--- config.mk ---
export PLATFORM = sky130hd
export DESIGN_NAME = uart_data_sender_flat
export DESIGN_NICKNAME = d
export VERILOG_FILES = /design/src/rtl/uart_data_sender_if.sv /design/src/rtl/uart_data_sender.sv /design/src/flat_wrapper.sv
export SDC_FILE = /design/constraint.sdc
export NUM_CORES = 1
export LEC_CHECK = 0
export CELL_PAD_IN_SITES_DETAIL_PLACEMENT = 0
export CELL_PAD_IN_SITES_GLOBAL_PLACEMENT = 1
export CORE_MARGIN = 2
export CORE_UTILIZATION = 33
export CTS_CLUSTER_DIAMETER = 50
export DETAILED_ROUTE_END_ITERATION = 7
export PLACE_DENSITY_LB_ADDON = 0.1
export SYNTH_ARGS = -nofsm -noshare
export SYNTH_HDL_FRONTEND = slang
export SYNTH_SLANG_ARGS = --single-unit
--- constraint.sdc ---
create_clock -name i_Clock -period 3 [get_ports i_Clock]
set_input_delay 0.6 -clock i_Clock [delete_from_list [all_inputs] [get_ports i_Clock]]
set_output_delay 0.6 -clock i_Clock [all_outputs]
set_load 0.01 [all_outputs]
--- src/rtl/uart_data_sender_if.sv ---
// Frame-sender bus: start request, element read port, UART line and status.
interface uart_data_sender_if;
   logic        start;
   logic [9:0]  data_addr;
   logic [31:0] data_element;
   logic        tx_serial;
   logic        active;
   logic        done;
   logic [2:0]  led;

   // Sender side: drives address, line and status; consumes start and element data.
   modport master (
      input  start,
      input  data_element,
      output data_addr,
      output tx_serial,
      output active,
      output done,
      output led
   );

   // Host/memory side.
   modport slave (
      output start,
      output data_element,
      input  data_addr,
      input  tx_serial,
      input  active,
      input  done,
      input  led
   );
endinterface

--- src/rtl/uart_data_sender.sv ---
// Packs a binary image (8 elements per byte, element byte*8+i -> bit i) and sends it
// over UART 8N1, LSB first. Any nonzero element maps to a 1 bit.
module uart_data_sender #(
   parameter int unsigned CLKS_PER_BIT = 5209,
   parameter int unsigned NUM_ELEMENTS = 784
) (
   input logic                 i_Clock,
   input logic                 i_Rst,
   uart_data_sender_if.master  bus
);

   localparam int unsigned NumBytes = (NUM_ELEMENTS + 7) / 8;
   localparam int unsigned ByteW    = (NumBytes > 1) ? $clog2(NumBytes) : 1;
   localparam int unsigned BaudW    = (CLKS_PER_BIT > 1) ? $clog2(CLKS_PER_BIT) : 1;
   localparam logic [BaudW-1:0] BaudLast = BaudW'(CLKS_PER_BIT - 1);
   localparam logic [ByteW-1:0] ByteLast = ByteW'(NumBytes - 1);
   localparam logic [15:0]      NumElem  = 16'(NUM_ELEMENTS);

   typedef enum logic [2:0] {
      StIdle, StLoad, StStart, StData, StStop, StDone
   } state_e;

   state_e           state_q;
   logic [ByteW-1:0] byte_cnt_q;
   logic [2:0]       bit_idx_q;
   logic [3:0]       load_cnt_q;
   logic [BaudW-1:0] baud_cnt_q;
   logic [7:0]       shift_q;
   logic [9:0]       addr_q;
   logic             tx_q;
   logic             active_q;
   logic             done_q;
   logic [2:0]       led_q;

   logic [15:0] base_idx;
   logic [15:0] issue_idx;
   logic [15:0] cap_idx;
   logic [9:0]  next_base;
   logic        elem_bit;
   logic        baud_wrap;

   // Element indices for the current LOAD cycle: the address to issue next and the
   // element whose data is arriving this cycle (one-cycle read latency).
   always_comb begin
      base_idx  = 16'(byte_cnt_q) << 3;
      issue_idx = base_idx + 16'(load_cnt_q) + 16'd1;
      cap_idx   = base_idx + 16'(load_cnt_q) - 16'd1;
      next_base = 10'((32'(byte_cnt_q) + 32'd1) * 32'd8);
      // Elements past the end of the frame were never addressed and pack as 0.
      elem_bit  = (bus.data_element != 32'd0) && (cap_idx < NumElem);
      baud_wrap = (baud_cnt_q == BaudLast);
   end

   // Frame sequencer, packer and serializer with registered outputs.
   always_ff @(posedge i_Clock) begin
      if (i_Rst) begin
         state_q    <= StIdle;
         byte_cnt_q <= '0;
         bit_idx_q  <= '0;
         load_cnt_q <= '0;
         baud_cnt_q <= '0;
         shift_q    <= '0;
         addr_q     <= '0;
         tx_q       <= 1'b1;
         active_q   <= 1'b0;
         done_q     <= 1'b0;
         led_q      <= 3'b001;
      end else begin
         done_q <= 1'b0;
         unique case (state_q)
            StIdle: begin
               tx_q       <= 1'b1;
               addr_q     <= '0;
               baud_cnt_q <= '0;
               if (bus.start) begin
                  state_q    <= StLoad;
                  byte_cnt_q <= '0;
                  load_cnt_q <= '0;
                  active_q   <= 1'b1;
                  led_q      <= 3'b010;
               end
            end
            StLoad: begin
               if (load_cnt_q != 4'd0) begin
                  shift_q[3'(load_cnt_q - 4'd1)] <= elem_bit;
               end
               if ((load_cnt_q < 4'd7) && (issue_idx < NumElem)) begin
                  addr_q <= issue_idx[9:0];
               end
               if (load_cnt_q == 4'd8) begin
                  state_q    <= StStart;
                  tx_q       <= 1'b0;
                  baud_cnt_q <= '0;
                  led_q      <= 3'b100;
               end else begin
                  load_cnt_q <= load_cnt_q + 4'd1;
               end
            end
            StStart: begin
               baud_cnt_q <= baud_wrap ? '0 : baud_cnt_q + 1'b1;
               if (baud_wrap) begin
                  state_q   <= StData;
                  bit_idx_q <= '0;
                  tx_q      <= shift_q[0];
               end
            end
            StData: begin
               baud_cnt_q <= baud_wrap ? '0 : baud_cnt_q + 1'b1;
               if (baud_wrap) begin
                  if (bit_idx_q == 3'd7) begin
                     state_q <= StStop;
                     tx_q    <= 1'b1;
                  end else begin
                     bit_idx_q <= bit_idx_q + 3'd1;
                     tx_q      <= shift_q[bit_idx_q + 3'd1];
                  end
               end
            end
            StStop: begin
               baud_cnt_q <= baud_wrap ? '0 : baud_cnt_q + 1'b1;
               if (baud_wrap) begin
                  if (byte_cnt_q == ByteLast) begin
                     state_q <= StDone;
                     done_q  <= 1'b1;
                  end else begin
                     byte_cnt_q <= byte_cnt_q + 1'b1;
                     load_cnt_q <= '0;
                     addr_q     <= next_base;
                     state_q    <= StLoad;
                     led_q      <= 3'b010;
                  end
               end
            end
            StDone: begin
               active_q <= 1'b0;
               state_q  <= StIdle;
               led_q    <= 3'b001;
            end
            default: begin
               state_q <= StIdle;
               tx_q    <= 1'b1;
               led_q   <= 3'b001;
            end
         endcase
      end
   end

   assign bus.data_addr = addr_q;
   assign bus.tx_serial = tx_q;
   assign bus.active    = active_q;
   assign bus.done      = done_q;
   assign bus.led       = led_q;

endmodule

--- src/flat_wrapper.sv ---
// flat-port wrapper written by rule: the top's interface ports become plain ports
module uart_data_sender_flat 
#(
   parameter int unsigned CLKS_PER_BIT = 5209,
   parameter int unsigned NUM_ELEMENTS = 784
)
  (i_Clock, i_Rst, bus_start, bus_data_element, bus_data_addr, bus_tx_serial, bus_active, bus_done, bus_led);
  uart_data_sender_if bus_i ();
  input logic i_Clock;
  input logic i_Rst;
  input wire logic [$bits(bus_i.start)-1:0] bus_start;
  input wire logic [$bits(bus_i.data_element)-1:0] bus_data_element;
  output wire logic [$bits(bus_i.data_addr)-1:0] bus_data_addr;
  output wire logic [$bits(bus_i.tx_serial)-1:0] bus_tx_serial;
  output wire logic [$bits(bus_i.active)-1:0] bus_active;
  output wire logic [$bits(bus_i.done)-1:0] bus_done;
  output wire logic [$bits(bus_i.led)-1:0] bus_led;
  assign bus_i.start = bus_start;
  assign bus_i.data_element = bus_data_element;
  assign bus_data_addr = bus_i.data_addr;
  assign bus_tx_serial = bus_i.tx_serial;
  assign bus_active = bus_i.active;
  assign bus_done = bus_i.done;
  assign bus_led = bus_i.led;
  uart_data_sender #(.CLKS_PER_BIT(CLKS_PER_BIT), .NUM_ELEMENTS(NUM_ELEMENTS)) u_core (.i_Clock(i_Clock), .i_Rst(i_Rst), .bus(bus_i));
endmodule
==> reports/summary.txt, run 1 <==
Yosys top cell area share -> 28.18%
Period Utilization, post-route -> 92.41%
Initial Utilization -> 33.74%
Die Wd -> 111.8 um
leading cell type in the layout, fill and taps excluded -> dfxtp_1
# DRC -> 0
Pre-antenna DRT Iters -> 4
flop-to-flop setup slack -> 0.23 ns
Register Area -> 0.001081 mm2
max-cap check violation count -> 0
worst vdd ir -> 234.4 uV
Fin Setup TNS -> 0 ns
vias per cell -> 5.673
area grow syn2layout -> 22.86%
global route overflow -> 0
Seq cells post-synth -> 54
Mapped Area -> 0.003836 mm2
worst endpoint required time -> 3.20 ns
DRT Wirelength -> 11670 um
final hold violation count -> 0
RSZ-0062 raised after global routing -> no
latest clock arrival within the worst-skew pair -> 0.29 ns
htree depth -> 2
gr usage total -> 19.26%
GP Congestion -> 0.9016
top cells by area, synth -> dfxtp_1 28%, a21oi_1 4.3%, nand3_1 4.3%
CTS max path bufs -> 2
CTS tree -> done
post-synthesis sequential area ratio -> 28.18%
core area -> 0.01137 mm2
vias -> 3812
post-synthesis area per instance -> 8.042 um2
ANT nets after route -> 0
Ant. Diodes -> 0
HPWL Detailed -> 8871 um
largest net degree at the start of global routing -> 23
CP endpoint kind -> flop
routed len/inst -> 17.36 um
setup ws final -> 0.2276 ns
first-pass GRT wire length -> 19600 um
number of port buffers -> 50
Yosys cell types -> 83
multi-input logic area -> 0.002603 mm2
Post-Syn Nets -> 523
fill cell count -> 1189
FP Rows -> 39
outcome -> finished, final reports clean
reg2reg start -> u_core.load_cnt_q[3]$_SDFFE_PP0P_
Worst Tran Pin Value -> 0.7596 ns
die footprint -> 0.01250 mm2
crit path DAT -> 2.97 ns
Max Fclk -> 0.3607 GHz
Crit Path Max Fanout -> 8
critical path type -> flop to flop
relative slew slack -> 49.14%
Inserted Clock Buffers -> 5
Synth Flop Type -> dfxtp_1
io pins -> 51
ys async rst share -> 0%
Final Slew Violations -> 0
fin util -> 41.45%
Syn Inst Count -> 477
overall die height -> 111.8 um
crit path time final -> 2.772 ns
crit path launch type -> flop
worst clock skew -> 0.008241 ns
cells on worst reg2reg path -> 7
clk root buf -> clkbuf_16
HP Start -> u_core.bus.data_addr[8]$_SDFFE_PP0P_
worst reg2reg endpoint -> u_core.shift_q[5]$_SDFFE_PP0P_
largest area contributor in the netlist -> dfxtp_1
initial antenna violation count -> 0
dpl ws -> 0.2012 ns
dpl cell area -> 0.004537 mm2
vias in the first global route -> 3753
Lkg Pwr -> 1.591 nW
Initial DRC Count -> 187
Worst Hold Class -> flop to flop
CTS Sinks -> 54
most frequent cells in the layout -> 54 x dfxtp_1, 50 x clkdlybuf4s50_1, 39 x nand2_1
WHS Path Cells -> 2
fin area -> 0.004713 mm2
Final #Nets -> 574
share of cells above drive strength 1 -> 10.02%
clock slew at reported path FFs -> 0.07 ns
pwr dens -> 318.8 mW/mm2
Hold Path End -> u_core.bus.data_addr[8]$_SDFFE_PP0P_
EDFF count, synth -> 0
warnings from Yosys -> 0
final setup vio count -> 0
[critical path, cell delays in order, from the launching register on]
cell	delay [ns]
dfxtp_1	0.44
ha_1	0.30
ha_1	0.35
nor4b_2	0.52
and3b_1	0.25
nand4_1	0.09
nand3_1	0.37
o31ai_1	0.36
[worst max path at each step]
stage                                            to                               from  slack [ns]
2_1_floorplan  u_core.bus.data_addr[1]$_SDFFE_PP0P_  u_core.load_cnt_q[3]$_SDFFE_PP0P_        0.58
3_3_place_gp         u_core.shift_q[4]$_SDFFE_PP0P_  u_core.load_cnt_q[3]$_SDFFE_PP0P_        0.25
3_5_place_dp   u_core.bus.data_addr[1]$_SDFFE_PP0P_  u_core.load_cnt_q[3]$_SDFFE_PP0P_        0.20
4_1_cts        u_core.bus.data_addr[1]$_SDFFE_PP0P_  u_core.load_cnt_q[3]$_SDFFE_PP0P_        0.18
5_1_grt              u_core.shift_q[2]$_SDFFE_PP0P_  u_core.load_cnt_q[3]$_SDFFE_PP0P_       0.003
6_report             u_core.shift_q[5]$_SDFFE_PP0P_  u_core.load_cnt_q[3]$_SDFFE_PP0P_        0.23
[cell usage after synthesis, drive strengths merged (11+ instances only)]
cell	count
nand4	17
clkbuf	14
xnor2	13
inv	17
a21oi	34
dfxtp	54
nand3	33
o21ai	22
nand2	40
nor2	34
ha	11
o31ai	12
[state kept, by name, indices dropped and copies added, names as in the netlist]
name	cells
u_core.byte_cnt_q	7
u_core.bus.data_addr	10
u_core.bus.tx_serial	1
u_core.state_q	3
u_core.bit_idx_q	3
u_core.load_cnt_q	4
u_core.shift_q	8
u_core.bus.done	1
u_core.baud_cnt_q	13
u_core.bus.active	1
u_core.bus.led	3
[layout make-up]
cell class | instances | area share (%)
Timing Repair Buffer | 68 | 13.49
Sequential cell | 54 | 22.94
Clock inverter | 1 | 0.1062
Clock buffer | 7 | 3.026
Inverter | 18 | 1.434
Tap cell | 143 | 3.796
Multi-Input combinational cell | 381 | 55.22
[timing repair]
action | 4_1_cts | 5_1_grt
setup endpoints to repair | 0 | 6
buffers inserted | 0 | 0
hold buffers | 0 | 0
resized for setup | 0 | 5
[where the power goes]
part	total, mW	internal, mW	switching [mW]
registers	0.735	0.724	0.0103
clock network	0.594	0.332	0.262
logic	0.174	0.0891	0.0852
total	1.50	1.15	0.357
[through the flow]
stage / hold slack (ns) / std cells / total power, mW
detailed placement: 0.4465 / 664 / 0.9259
CTS: 0.4560 / 672 / 1.527
global route: 0.4733 / 672 / 1.573
floorplan: 0.4356 / 477 / 0.8391
finish: 0.4492 / 672 / 1.503
global placement: 0.4380 / 664 / 0.9247
[logic make-up (layout without fill, tap and decap cells)]
logic type	Yosys count	in the layout	share of synthesized area [%]
flip-flops	54	54	28.18
multiplexers	13	13	4.077
AND/OR/NAND/NOR	204	204	29.94
buffers and inverters	42	94	4.729
AO/OA/AOI/OAI	130	130	23.65
adder cells (fa/ha/maj)	11	11	3.588
XOR/XNOR	23	23	5.838
[routing by layer]
layer  share of wire (%)  GRT usage (%)  vias up  routed length (um)
li1                    -              -     1889                   -
met1                  48          26.22     1810                5630
met2                  45          31.43       98                5250
met3                 4.4          2.940       15                 519
met4                 2.3          6.091        0                 268
met5                   0              0        -                   0
Power figures use the tool's default switching activity.
==> inputs of run 2 (changes only) <==
GPL_TIMING_DRIVEN = 0   (was default)
==> run 2 against run 1 <==
Against the previous run: sequential cell count unchanged; fmax fell by 0.81%; via count grew 1.7%; die area is the same; sequential share of layout area about the same; first-iteration DRC count grew 11%; non-clock buffer count rose by 6; global-route usage is 0.39 points higher.
==> reports/summary.txt, run 2 (synthesis results as in run 1) <==
FP Rows -> 39
slowest cell delay on critical path -> 0.46 ns
Inserted Clock Buffers -> 5
# DRC -> 0
Period Utilization, post-route -> 93.17%
crit path DAT -> 3.03 ns
global route overflow -> 0
Pre-antenna DRT Iters -> 4
Final Slew Violations -> 0
most frequent cells in the layout -> 53 x dfxtp_1, 50 x clkdlybuf4s50_1, 39 x nand2_1
number of flip-flops in the largest register -> 13
ANT nets after route -> 0
gr usage total -> 19.66%
crit path launch type -> flop
Critical Path Start -> u_core.load_cnt_q[3]$_SDFFE_PP0P_
worst vdd ir -> 193.3 uV
worst endpoint required time -> 3.23 ns
max-cap check violation count -> 0
Fin Setup TNS -> 0 ns
CP max-delay cell -> dfxtp_1
Max Fclk -> 0.3578 GHz
Worst Tran Pin Value -> 0.7639 ns
dpl cell area -> 0.004516 mm2
Crit Path Max Fanout -> 10
final setup vio count -> 0
pwr dens -> 337.0 mW/mm2
final non-filler cell total -> 678
largest net degree at the start of global routing -> 18
fin area -> 0.004723 mm2
Die Wd -> 111.8 um
Biggest register -> u_core.baud_cnt_q
CTS Sinks -> 54
Top delay family on crit path -> compound AO/OA/AOI/OAI gates
first-pass GRT wire length -> 20110 um
fin util -> 41.54%
number of port buffers -> 50
worst hold slack -> 0.4507 ns
latest clock arrival within the worst-skew pair -> 0.30 ns
relative slew slack -> 48.85%
cell repeated most along the worst path -> ha_2
outcome -> finished, final reports clean
DRT Wirelength -> 11950 um
HP Start -> u_core.bus.data_addr[8]$_SDFFE_PP0P_
clk root buf -> clkbuf_16
GP Congestion -> 0.8310
vias in the first global route -> 3963
critical path type -> flop to flop
RSZ-0062 raised after global routing -> no
Final #Nets -> 580
crit path time final -> 2.795 ns
postcts setup bufs -> 0
core area -> 0.01137 mm2
WP buf/inv -> 1
Lkg Pwr -> 1.580 nW
share of cells above drive strength 1 -> 8.598%
reg2reg start -> u_core.load_cnt_q[3]$_SDFFE_PP0P_
CTS max path bufs -> 2
worst clock skew -> 0.005096 ns
HPWL Detailed -> 9095 um
clock slew at reported path FFs -> 0.07 ns
overall die height -> 111.8 um
Initial DRC Count -> 207
Worst Hold Class -> flop to flop
crit path cell chain -> ha_2 > ha_2 > buf_4 > nand3_1 > xor2_1 > nor3_1 > o22a_1 > o31ai_4 > mux2i_1
Ant. Diodes -> 0
vias per cell -> 5.717
Initial Utilization -> 33.74%
CTS tree -> done
leading cell type in the layout, fill and taps excluded -> dfxtp_1
vias -> 3876
initial antenna violation count -> 0
CP endpoint kind -> flop
area grow syn2layout -> 23.12%
die footprint -> 0.01250 mm2
DP Cell Count -> 670
htree depth -> 2
io pins -> 51
routed len/inst -> 17.62 um
final hold violation count -> 0
run 2: final timing paths:
| kind | to | slack [ns] | depth (start not counted) |
|---|---|---|---|
| worst max-delay path | u_core.bus.data_addr[1]$_SDFFE_PP0P_ | 0.21 | 9 |
| worst min-delay path | u_core.bus.data_addr[8]$_SDFFE_PP0P_ | 0.45 | 2 |
| worst max register to register | u_core.bus.data_addr[1]$_SDFFE_PP0P_ | 0.21 | 9 |
| worst min register to register | u_core.bus.data_addr[8]$_SDFFE_PP0P_ | 0.45 | 2 |
run 2: where the power goes:
| part | internal [mW] | leakage (nW) | switching, mW | total (mW) |
|---|---|---|---|---|
| logic | 0.0891 | 1.06 | 0.0909 | 0.180 |
| registers | 0.724 | 0.437 | 0.00692 | 0.731 |
| clock network | 0.396 | 0.0842 | 0.285 | 0.681 |
run 2: final cells by class:
cell class / count / area (um2)
fillers: 1196 / 6646
clock inverters: 3 / 43.79
plain buffers: 24 / 113.9
well taps: 143 / 178.9
multi-input cells: 381 / 2611
inverters: 18 / 67.56
repair buffers: 50 / 500.5
clock buffers: 5 / 125.1
flip-flops and latches: 54 / 1082
run 2: what timing repair did:
item                                   CTS  global route
hold buffers                             0             0
setup endpoints to repair               12            16
endpoints found under the hold margin    0             0
resized for setup                        3             4
gates cloned                             0             0
pin swaps                                0             1
run 2: worst min-delay path, stage by stage, from the launching register on:
cell and delay [ns]:
dfxtp_1 0.31, inv_1 0.05, a21oi_1 0.05
run 2: metrics by stage:
step	setup WS [ns]	total power, mW
floorplan	0.5845	0.8391
global placement	-0.01138	0.9248
detailed placement	-0.02042	0.9261
CTS	0.02664	1.617
global route	0.01530	1.667
finish	0.2050	1.592
run 2: metal layers:
layer  global-route usage [%]  part of all wire (%)
met1                    26.71                    47
met2                    31.15                    45
met3                    3.484                   5.0
met4                    7.490                   2.2
met5                        0                     0
==> inputs of run 3 (changes only) <==
GPL_ROUTABILITY_DRIVEN = 0   (was default)
MAX_ROUTING_LAYER = met4   (was default)
clock period = 2.75 ns   (was 3 ns; I/O delays follow)
==> run 3 against run 2 <==
Against the previous run: clock-buffer cell count stayed put; setup slack worse by 0.041 ns; sequential power is 9.2% higher; worst hold slack barely moved; combinational power grew 9%; final cell count grew 0.15%; power grew 9.0%; routed wire length up 0.10%; sequential share of layout area is 0.29 points lower.
==> reports/summary.txt, run 3 (synthesis results as in run 1) <==
outcome -> finished, final reports clean
share of cells above drive strength 1 -> 10.26%
first-pass GRT wire length -> 20150 um
overall die height -> 111.8 um
relative slew slack -> 47.35%
gr usage total -> 20.31%
Tot Pwr -> 1.736 mW
final hold violation count -> 0
vias per cell -> 5.733
Max Fclk -> 0.3867 GHz
WHS Path Cells -> 2
reg2reg start -> u_core.byte_cnt_q[0]$_SDFFE_PP0P_
slowest cell delay on critical path -> 0.41 ns
# DRC -> 0
RSZ-0062 raised after global routing -> no
vias -> 3893
Register Area -> 0.001084 mm2
sw frac -> 23.97%
worst reg2reg endpoint -> u_core.bus.data_addr[0]$_SDFFE_PP0P_
worst endpoint required time -> 2.96 ns
CTS max path bufs -> 2
CTS Sinks -> 54
Reg power frac -> 46.0%
core area -> 0.01137 mm2
final non-filler cell total -> 679
fin util -> 42.13%
HP Start -> u_core.bus.data_addr[8]$_SDFFE_PP0P_
crit path launch type -> flop
area grow syn2layout -> 24.85%
crit path cell chain -> ha_2 > ha_4 > xor2_4 > nand4_2 > a211oi_4 > buf_4 > xnor2_2 > a31oi_1 > o32ai_1
Worst Hold Class -> flop to flop
multi-input logic area -> 0.002669 mm2
leading cell type in the layout, fill and taps excluded -> dfxtp_1
largest net degree at the start of global routing -> 18
vias in the first global route -> 3972
Period Utilization, post-route -> 94.04%
metal2 WL -> 5429 um
fin area -> 0.004790 mm2
Pre-antenna DRT Iters -> 4
Worst Tran Pin Value -> 0.7863 ns
pwr dens -> 362.4 mW/mm2
worst clock skew -> 0.005476 ns
dpl cell area -> 0.004516 mm2
Lkg Pwr -> 1.591 nW
ANT nets after route -> 0
met3 WL -> 507 um
combinational fraction of design power -> 11.4%
Crit Path Max Fanout -> 8
Hold Path End -> u_core.bus.data_addr[8]$_SDFFE_PP0P_
number of flip-flops in the largest register -> 13
CP max-delay cell -> dfxtp_2
FP Rows -> 39
io pins -> 51
flop-to-flop setup slack -> 0.16 ns
Met1 Routed Length -> 5758 um
clk root buf -> clkbuf_16
CP endpoint kind -> flop
max layer used -> met4
clock slew at reported path FFs -> 0.07 ns
htree depth -> 2
Die Wd -> 111.8 um
worst vdd ir -> 214.5 uV
global route overflow -> 0
CTS tree -> done
latest clock arrival within the worst-skew pair -> 0.30 ns
Post-CTS Hold Buffers -> 0
Initial DRC Count -> 227
crit path DAT -> 2.79 ns
max-cap check violation count -> 0
critical path type -> flop to flop
fill cell count -> 1191
crit path time final -> 2.586 ns
number of port buffers -> 50
Ant. Diodes -> 0
DRT Wirelength -> 11960 um
Inserted Clock Buffers -> 5
initial antenna violation count -> 0
final setup vio count -> 0
routed len/inst -> 17.61 um
Biggest register -> u_core.baud_cnt_q
HPWL Detailed -> 9095 um
Int Power -> 1.320 mW
switching pwr -> 0.4160 mW
clock share of power -> 42.7%
Final #Nets -> 581
die footprint -> 0.01250 mm2
Initial Utilization -> 33.74%
Final Slew Violations -> 0
most frequent cells in the layout -> 52 x dfxtp_1, 50 x clkdlybuf4s50_1, 39 x nand2_1
cells on worst reg2reg path -> 9
DP Cell Count -> 670
-- run 3: cell type report --
type / instances / area share, %
plain buffers: 24 / 2.377
well taps: 143 / 3.736
clock inverters: 3 / 0.9143
inverters: 18 / 1.411
clock buffers: 5 / 2.612
multi-input cells: 381 / 55.72
repair buffers: 51 / 10.61
flip-flops and latches: 54 / 22.62
-- run 3: repair_timing --
action,4_1_cts,5_1_grt
setup buffers,0,1
pin swaps,2,5
setup endpoints to repair,18,16
resized for setup,12,5
-- run 3: how the worst max path moves through the flow --
stage / slack, ns / endpoint / from / cells past startpoint
after floorplan: 0.33 / u_core.bus.data_addr[1]$_SDFFE_PP0P_ / u_core.load_cnt_q[3]$_SDFFE_PP0P_ / 8
after global placement: -0.26 / u_core.bus.data_addr[1]$_SDFFE_PP0P_ / u_core.byte_cnt_q[0]$_SDFFE_PP0P_ / 8
after detailed placement: -0.27 / u_core.shift_q[5]$_SDFFE_PP0P_ / u_core.byte_cnt_q[0]$_SDFFE_PP0P_ / 8
after CTS: 0.01 / u_core.bus.data_addr[1]$_SDFFE_PP0P_ / u_core.load_cnt_q[3]$_SDFFE_PP0P_ / 8
after global routing: 0.01 / u_core.shift_q[2]$_SDFFE_PP0P_ / u_core.byte_cnt_q[0]$_SDFFE_PP0P_ / 8
final: 0.16 / u_core.bus.data_addr[0]$_SDFFE_PP0P_ / u_core.byte_cnt_q[0]$_SDFFE_PP0P_ / 9
-- run 3: critical path, delay by kind of cell (launching register included) --
kind | cells | cell delay (ns)
adder cells (fa/ha/maj) | 2 | 0.51
buffers and inverters | 1 | 0.17
AND/OR/NAND/NOR | 1 | 0.22
XOR/XNOR | 2 | 0.43
AO/OA/AOI/OAI | 3 | 0.75
flip-flops | 1 | 0.41
-- run 3: metal layers --
metal,vias up,track usage [%]
li1,1907,-
met1,1880,26.89
met2,85,31.15
met3,21,3.484
met4,0,7.490
met5,-,-
-- run 3: power groups by stage --
stage,Combinational (mW),Sequential (mW),Clock [mW]
floorplan,0.0991,0.816,0
CTS,0.198,0.797,0.771
global route,0.217,0.799,0.804
detailed placement,0.194,0.816,0
global placement,0.193,0.816,0
finish,0.197,0.798,0.741
-- run 3: metrics by stage --
stage	setup TNS, ns	hold slack [ns]	setup WS (ns)
after floorplan	0	0.4356	0.3345
after global placement	-3.610	0.4379	-0.2614
after detailed placement	-3.567	0.4418	-0.2704
after CTS	0	0.4524	0.01438
after global routing	0	0.4578	0.01086
final	0	0.4507	0.1639
